<file path="config.mk">
export PLATFORM = sky130hd
export DESIGN_NAME = multi_measure
export DESIGN_NICKNAME = d
export VERILOG_FILES = /design/src/rtl/measure_pkg.sv /design/src/rtl/meas_chan.sv /design/src/rtl/multi_measure.sv
export SDC_FILE = /design/constraint.sdc
export NUM_CORES = 1
export LEC_CHECK = 0
export BUFFER_PORTS_ARGS = -buffer_cell sky130_fd_sc_hd__buf_2
export CAP_MARGIN = 20
export CORE_MARGIN = 10
export CORE_UTILIZATION = 64
export CTS_CLUSTER_DIAMETER = 80
export DETAILED_ROUTE_END_ITERATION = 8
export HOLD_SLACK_MARGIN = 0.03
export PLACE_DENSITY = 0.88
export SLEW_MARGIN = 5
export SYNTH_ARGS = -nofsm -noshare
export SYNTH_HDL_FRONTEND = slang
export SYNTH_HIERARCHICAL = 1
export SYNTH_SLANG_ARGS = --single-unit
</file>
<file path="constraint.sdc">
create_clock -name ref_clk_i -period 5.5 [get_ports ref_clk_i]
set_clock_uncertainty 0.2 [all_clocks]
set_input_delay 0.825 -clock ref_clk_i [delete_from_list [all_inputs] [get_ports ref_clk_i]]
set_output_delay 0.825 -clock ref_clk_i [all_outputs]
set_load 0.02 [all_outputs]
</file>
<file path="src/rtl/measure_pkg.sv">
// measure_pkg: channel state encoding, result record and defaults shared by multi_measure.
package measure_pkg;
    localparam int RES_W = 64;
    localparam int DEFAULT_GATE_TIME = 1000;
    typedef enum logic [1:0] {ST_IDLE, ST_ARM, ST_GATE, ST_DONE} chan_state_e;
    typedef struct packed {
        logic [RES_W-1:0] sig_cnt;
        logic [RES_W-1:0] ref_cnt;
        logic [RES_W-1:0] high_cnt;
        logic             ovf;
    } meas_res_t;
endpackage

</file>
<file path="src/rtl/meas_chan.sv">
// meas_chan: one measurement channel (synchronizer, edge detect, gate FSM, counters).
// MULTI_MEASURE_DUTY_EN adds the signal-high cycle counter.
module meas_chan
    import measure_pkg::*;
#(
    parameter int CNT_W = 32
) (
    input  logic             ref_clk_i,
    input  logic             ref_rst_n_i,
    input  logic             sig_i,
    input  logic             start_i,
    input  logic             abort_i,
    input  logic             cont_i,
    input  logic             grant_i,
    input  logic [CNT_W-1:0] gate_time_i,
    output logic             done_o,
    output logic             idle_o,
    output meas_res_t        res_o
);
    chan_state_e      state_q, state_d;
    logic [2:0]       sync_q;
    logic             edge_q, ovf_q, ovf_d;
    logic [CNT_W-1:0] gate_q, gate_d, sig_q, sig_d, ref_q, ref_d, ref_inc;

    always_ff @(posedge ref_clk_i or negedge ref_rst_n_i) begin
        if (!ref_rst_n_i) begin
            sync_q  <= '0;
            edge_q  <= 1'b0;
            state_q <= ST_IDLE;
            gate_q  <= '0;
            sig_q   <= '0;
            ref_q   <= '0;
            ovf_q   <= 1'b0;
        end else begin
            sync_q  <= {sync_q[1:0], sig_i};
            edge_q  <= sync_q[1] & ~sync_q[2];
            state_q <= state_d;
            gate_q  <= gate_d;
            sig_q   <= sig_d;
            ref_q   <= ref_d;
            ovf_q   <= ovf_d;
        end
    end

    always_comb begin
        state_d = state_q;
        gate_d  = gate_q;
        sig_d   = sig_q;
        ref_d   = ref_q;
        ovf_d   = ovf_q;
        ref_inc = (&ref_q) ? ref_q : ref_q + CNT_W'(1);
        if (abort_i) state_d = ST_IDLE;
        else case (state_q)
            ST_IDLE: if (start_i) begin
                state_d = ST_ARM;
                gate_d  = (gate_time_i == '0) ? CNT_W'(1) : gate_time_i;
            end
            ST_ARM: if (edge_q) begin
                state_d = ST_GATE;
                sig_d   = '0;
                ref_d   = '0;
                ovf_d   = 1'b0;
            end
            ST_GATE: begin
                ref_d = ref_inc;
                sig_d = sig_q + CNT_W'(edge_q);
                ovf_d = &ref_inc;
                // saturation ends the gate even without a closing edge
                if (&ref_inc || (edge_q && ref_inc >= gate_q)) state_d = ST_DONE;
            end
            default: if (grant_i) state_d = cont_i ? ST_ARM : ST_IDLE;
        endcase
    end

`ifdef MULTI_MEASURE_DUTY_EN
    logic [CNT_W-1:0] high_q;
    // sync_q[2] is the level aligned with edge_q
    always_ff @(posedge ref_clk_i or negedge ref_rst_n_i) begin
        if (!ref_rst_n_i) high_q <= '0;
        else if (state_q == ST_ARM && edge_q && !abort_i) high_q <= '0;
        else if (state_q == ST_GATE && !abort_i) high_q <= high_q + CNT_W'(sync_q[2]);
    end
    assign res_o.high_cnt = RES_W'(high_q);
`else
    assign res_o.high_cnt = '0;
`endif

    assign res_o.sig_cnt = RES_W'(sig_q);
    assign res_o.ref_cnt = RES_W'(ref_q);
    assign res_o.ovf     = ovf_q;
    assign done_o        = state_q == ST_DONE;
    assign idle_o        = state_q == ST_IDLE;
endmodule

</file>
<file path="src/rtl/multi_measure.sv">
// multi_measure: CH_NUM-channel period/frequency counter with round-robin result output.
// MULTI_MEASURE_DUTY_EN enables signal-high time reporting on res_high_o.
module multi_measure
    import measure_pkg::*;
#(
    parameter  int CH_NUM = 4,
    parameter  int CNT_W  = 32,
    localparam int CH_W   = CH_NUM > 1 ? $clog2(CH_NUM) : 1
) (
    input  logic              ref_clk_i,
    input  logic              ref_rst_n_i,
    input  logic [CH_NUM-1:0] sig_clk_i,
    input  logic              start_i,
    input  logic              abort_i,
    input  logic              cont_i,
    input  logic [CNT_W-1:0]  gate_time_i,
    output logic              busy_o,
    output logic              res_valid_o,
    input  logic              res_ready_i,
    output logic [CH_W-1:0]   res_ch_o,
    output logic [CNT_W-1:0]  res_sig_o,
    output logic [CNT_W-1:0]  res_ref_o,
    output logic [CNT_W-1:0]  res_high_o,
    output logic              res_ovf_o
);
    logic [CH_NUM-1:0] req, idle, grant;
    meas_res_t         chan_res [CH_NUM];
    meas_res_t         res_q;
    logic [CH_W-1:0]   last_q, gnt_idx, ch_q;
    logic              valid_q, load, unused_res;

    genvar i;
    for (i = 0; i < CH_NUM; i++) begin : g_chan
        meas_chan #(.CNT_W(CNT_W)) u_chan (
            .ref_clk_i  (ref_clk_i),
            .ref_rst_n_i(ref_rst_n_i),
            .sig_i      (sig_clk_i[i]),
            .start_i    (start_i),
            .abort_i    (abort_i),
            .cont_i     (cont_i),
            .grant_i    (grant[i]),
            .gate_time_i(gate_time_i),
            .done_o     (req[i]),
            .idle_o     (idle[i]),
            .res_o      (chan_res[i])
        );
    end

    // lowest requester above last_q wins, else lowest overall
    always_comb begin
        gnt_idx = last_q;
        for (int k = CH_NUM - 1; k >= 0; k--) if (req[k]) gnt_idx = CH_W'(k);
        for (int k = CH_NUM - 1; k >= 0; k--) if (req[k] && k > int'(last_q)) gnt_idx = CH_W'(k);
    end

    assign load  = ~valid_q | res_ready_i;
    assign grant = (load && !abort_i && |req) ? CH_NUM'(1) << gnt_idx : '0;

    always_ff @(posedge ref_clk_i or negedge ref_rst_n_i) begin
        if (!ref_rst_n_i) begin
            valid_q <= 1'b0;
            res_q   <= '0;
            ch_q    <= '0;
            last_q  <= CH_W'(CH_NUM - 1);
        end else if (abort_i) begin
            valid_q <= 1'b0;
        end else if (load) begin
            valid_q <= |req;
            if (|req) begin
                res_q  <= chan_res[gnt_idx];
                ch_q   <= gnt_idx;
                last_q <= gnt_idx;
            end
        end
    end

    assign busy_o      = ~&idle | valid_q;
    assign res_valid_o = valid_q;
    assign res_ch_o    = ch_q;
    assign res_sig_o   = res_q.sig_cnt[CNT_W-1:0];
    assign res_ref_o   = res_q.ref_cnt[CNT_W-1:0];
    assign res_ovf_o   = res_q.ovf;
    assign unused_res  = ^res_q;
`ifdef MULTI_MEASURE_DUTY_EN
    assign res_high_o  = res_q.high_cnt[CNT_W-1:0];
`else
    assign res_high_o  = '0;
`endif
endmodule

</file>
==> reports/metrics.yaml <==
outcome: "completed"
path_cells: "nand4_2 > nor4_4 > buf_4 > nand3_1 > nand2_1 > xnor2_1 > ha_1 > and4_1 > a2111oi_0 > o31a_1 > o211ai_1 > nand3_1 > a2111oi_0 > a2111oi_0 > a21o_1 > mux2_1"
powerDensity_nw_per_um2: 400
grt.overflow.total: 0
r2r-start: "g_chan[1].u_chan/ref_q[18]"
io_pins: 143
clk_latency_ns: 0.63
cpPeakStageDelay_ns: 0.55
start_util_pct: 64.8
ir_drop_v: 0.000270
power.switching_uw: 5310
fin_crit_sh_pct: 87.9
ff2ff_path_depth: 16
routabilityCongestion: 1.11
slew_violations: 0
cts_tree: "built"
max_clock_freq_mhz: 207
rsz0062_at_grt: "no"
stdcell_area_um2: 34400
worst_slew_pin_slew_ns: 1.17
dieHeight_um: 243
grt_first_pass_wirelength_um: 169000
reg2reg_to: "g_chan[1].u_chan/state_q[0]"
cts_max_path_buffers: 3
p_int_uw: 8430
grt_use_met3_pct: 10.1
tns_ns: 0
worstPathRequired_ns: 5.80
syn_area_per_cell_um2: 9.33
route.detailed.wl_per_inst_um: 26.7
fp.dieArea_um2: 58900
end_kind: "flip-flop"
gr-max-usage-layer: "met2"
setup_viol: 0
whs_ns: 0.106
drtIter0Drc: 4209
period_needed_ns: 4.84
rows: 81
ctsResizeCount: 0
post_cts_buffers: 0
clock-sinks: 482
hp-start: "sig_clk_i[0]"
dp_slack_ns: 0.783
multi_input_area_um2: 17600
r2r_slack_ns: 0.66
drt-total-wl_um: 111000
worstSetupStartpointType: "flip-flop"
clkPwrFrac_pct: 28.1
cp_common_cell: "a2111oi_0"
crit_fanout: 9
drive_gt1_share_pct: 14.8
fin_util_pct: 70.2
hp-class: "in2reg"
syn2layout_area_growth_pct: 8.37
min_to: "g_chan[0].u_chan/sync_q[0]"
cts-buffers-inserted: 53
vias: 28919
grtUsageMet1_pct: 48.5
postRouteAntennaNets: 0
fin_ws_ns: 0.665
path_clk_slew_ns: 0.06
hold_viol: 0
critPathLaunch: "g_chan[1].u_chan/ref_q[18]"
antenna_found_initial: 5
register_area_um2: 12100
hpwl_um: 80000
grt_max_degree: 123
synth-warning-count: 6
max-slew-margin-rel_pct: 20.8
p_leak_uw: 0.0160
grt_usage_pct: 36.6
fillers: 3703
swShare_pct: 38.7
die_w_um: 243
drc: 0
min_path_cells: 1
htreeDepth: 2
cp.arrival_ns: 5.14
syn_inst: 3400
cts-root-buf: "clkbuf_16"
critical_path_class: "reg2reg"
first_global_vias: 27907
power_frac_comb_pct: 35.4
synth_area_um2: 31700
grtUsageMet2_pct: 52.5
max_cap_violations: 0
dr.pass1.iters: 6
core_area_um2: 49000
post_dp_cell_area_um2: 32400
cpMaxStageDelayCell: "dfrtp_1"
avgViaCountPerCell: 6.95
pwr-share-seq_pct: 36.6
port_buffers: 110
nets: 3645
through the flow:
| step | cells | total power [µW] |
|---|---|---|
| 6_report | 4160 | 13700 |
| 5_1_grt | 4156 | 14300 |
| 4_1_cts | 4154 | 13600 |
| 3_5_place_dp | 4054 | 9700 |
| 3_3_place_gp | 4054 | 9520 |
| 2_1_floorplan | 3431 | 8070 |
layout by cell type, fill, tap and decap left out, types with 46 or more instances in the layout:
| cell type | instances |
|---|---|
| nor3_1 | 48 |
| mux2_2 | 125 |
| nand2_1 | 310 |
| xnor2_1 | 73 |
| and3_1 | 63 |
| nand3_1 | 119 |
| buf_2 | 109 |
| nor2_1 | 255 |
| a22o_1 | 63 |
| nor4_1 | 53 |
| a21oi_1 | 120 |
| xor2_1 | 112 |
| nand4_1 | 113 |
| clkbuf_16 | 53 |
| mux2i_1 | 100 |
| o21ai_0 | 153 |
| dfrtp_1 | 480 |
| buf_4 | 67 |
| ha_1 | 156 |
| a32oi_1 | 46 |
| inv_1 | 226 |
worst max-delay path: cells and delay by family (launching register included):
| kind | cells | cell delay [ns] |
|---|---|---|
| AO/OA/AOI/OAI | 6 | 1.47 |
| AND/OR/NAND/NOR | 6 | 1.45 |
| flip-flops | 1 | 0.55 |
| adder cells (fa/ha/maj) | 1 | 0.32 |
| multiplexers | 1 | 0.32 |
| buffers and inverters | 1 | 0.20 |
| XOR/XNOR | 1 | 0.19 |
layout make-up:
type / instances / area share [%]
Antenna cell: 5 / 0.0364
Tap cell: 664 / 2.42
Multi-Input combinational cell: 2502 / 51.1
Clock buffer: 83 / 4.68
Inverter: 226 / 2.47
Clock inverter: 16 / 0.833
Timing Repair Buffer: 182 / 3.34
Sequential cell: 482 / 35.1
state kept, by name (all words and copies together) (netlist names), 4 cells and up:
register and cells:
res_ref_o 32, res_sig_o 32, g_chan.u_chan/edge_q 4, g_chan.u_chan/gate_q 128
g_chan.u_chan/sync_q 12, g_chan.u_chan/ovf_q 4, g_chan.u_chan/state_q 8, g_chan.u_chan/ref_q 128
g_chan.u_chan/sig_q 128
per-layer routing:
| metal | vias up | part of all wire, % |
|---|---|---|
| li1 | 12433 | - |
| met1 | 13844 | 38 |
| met2 | 2170 | 41 |
| met3 | 468 | 13 |
| met4 | 4 | 7.3 |
| met5 | - | 0.025 |
how the worst max path moves through the flow:
stage,end,slack (ns),depth (start not counted)
floorplan,g_chan[1].u_chan/state_q[0],1.25,18
global placement,g_chan[1].u_chan/state_q[0],0.87,16
detailed placement,g_chan[1].u_chan/state_q[1],0.78,16
CTS,g_chan[1].u_chan/state_q[0],0.74,16
global route,g_chan[1].u_chan/state_q[1],0.39,16
finish,g_chan[1].u_chan/state_q[0],0.66,16
power groups by stage:
stage | Sequential, µW | Clock [µW] | Combinational (µW)
CTS | 4990 | 3880 | 4720
detailed placement | 5050 | 0 | 4650
global route | 5100 | 4020 | 5220
finish | 5020 | 3850 | 4860
global placement | 4980 | 0 | 4540
floorplan | 5070 | 0 | 3000
timing repair:
| item | 4_1_cts | 5_1_grt |
|---|---|---|
| hold buffers | 1 | 0 |
| hold endpoints to repair | 74 | 0 |
| setup endpoints to repair | 0 | 0 |
Note: power is estimated with default switching activity, not from simulation.
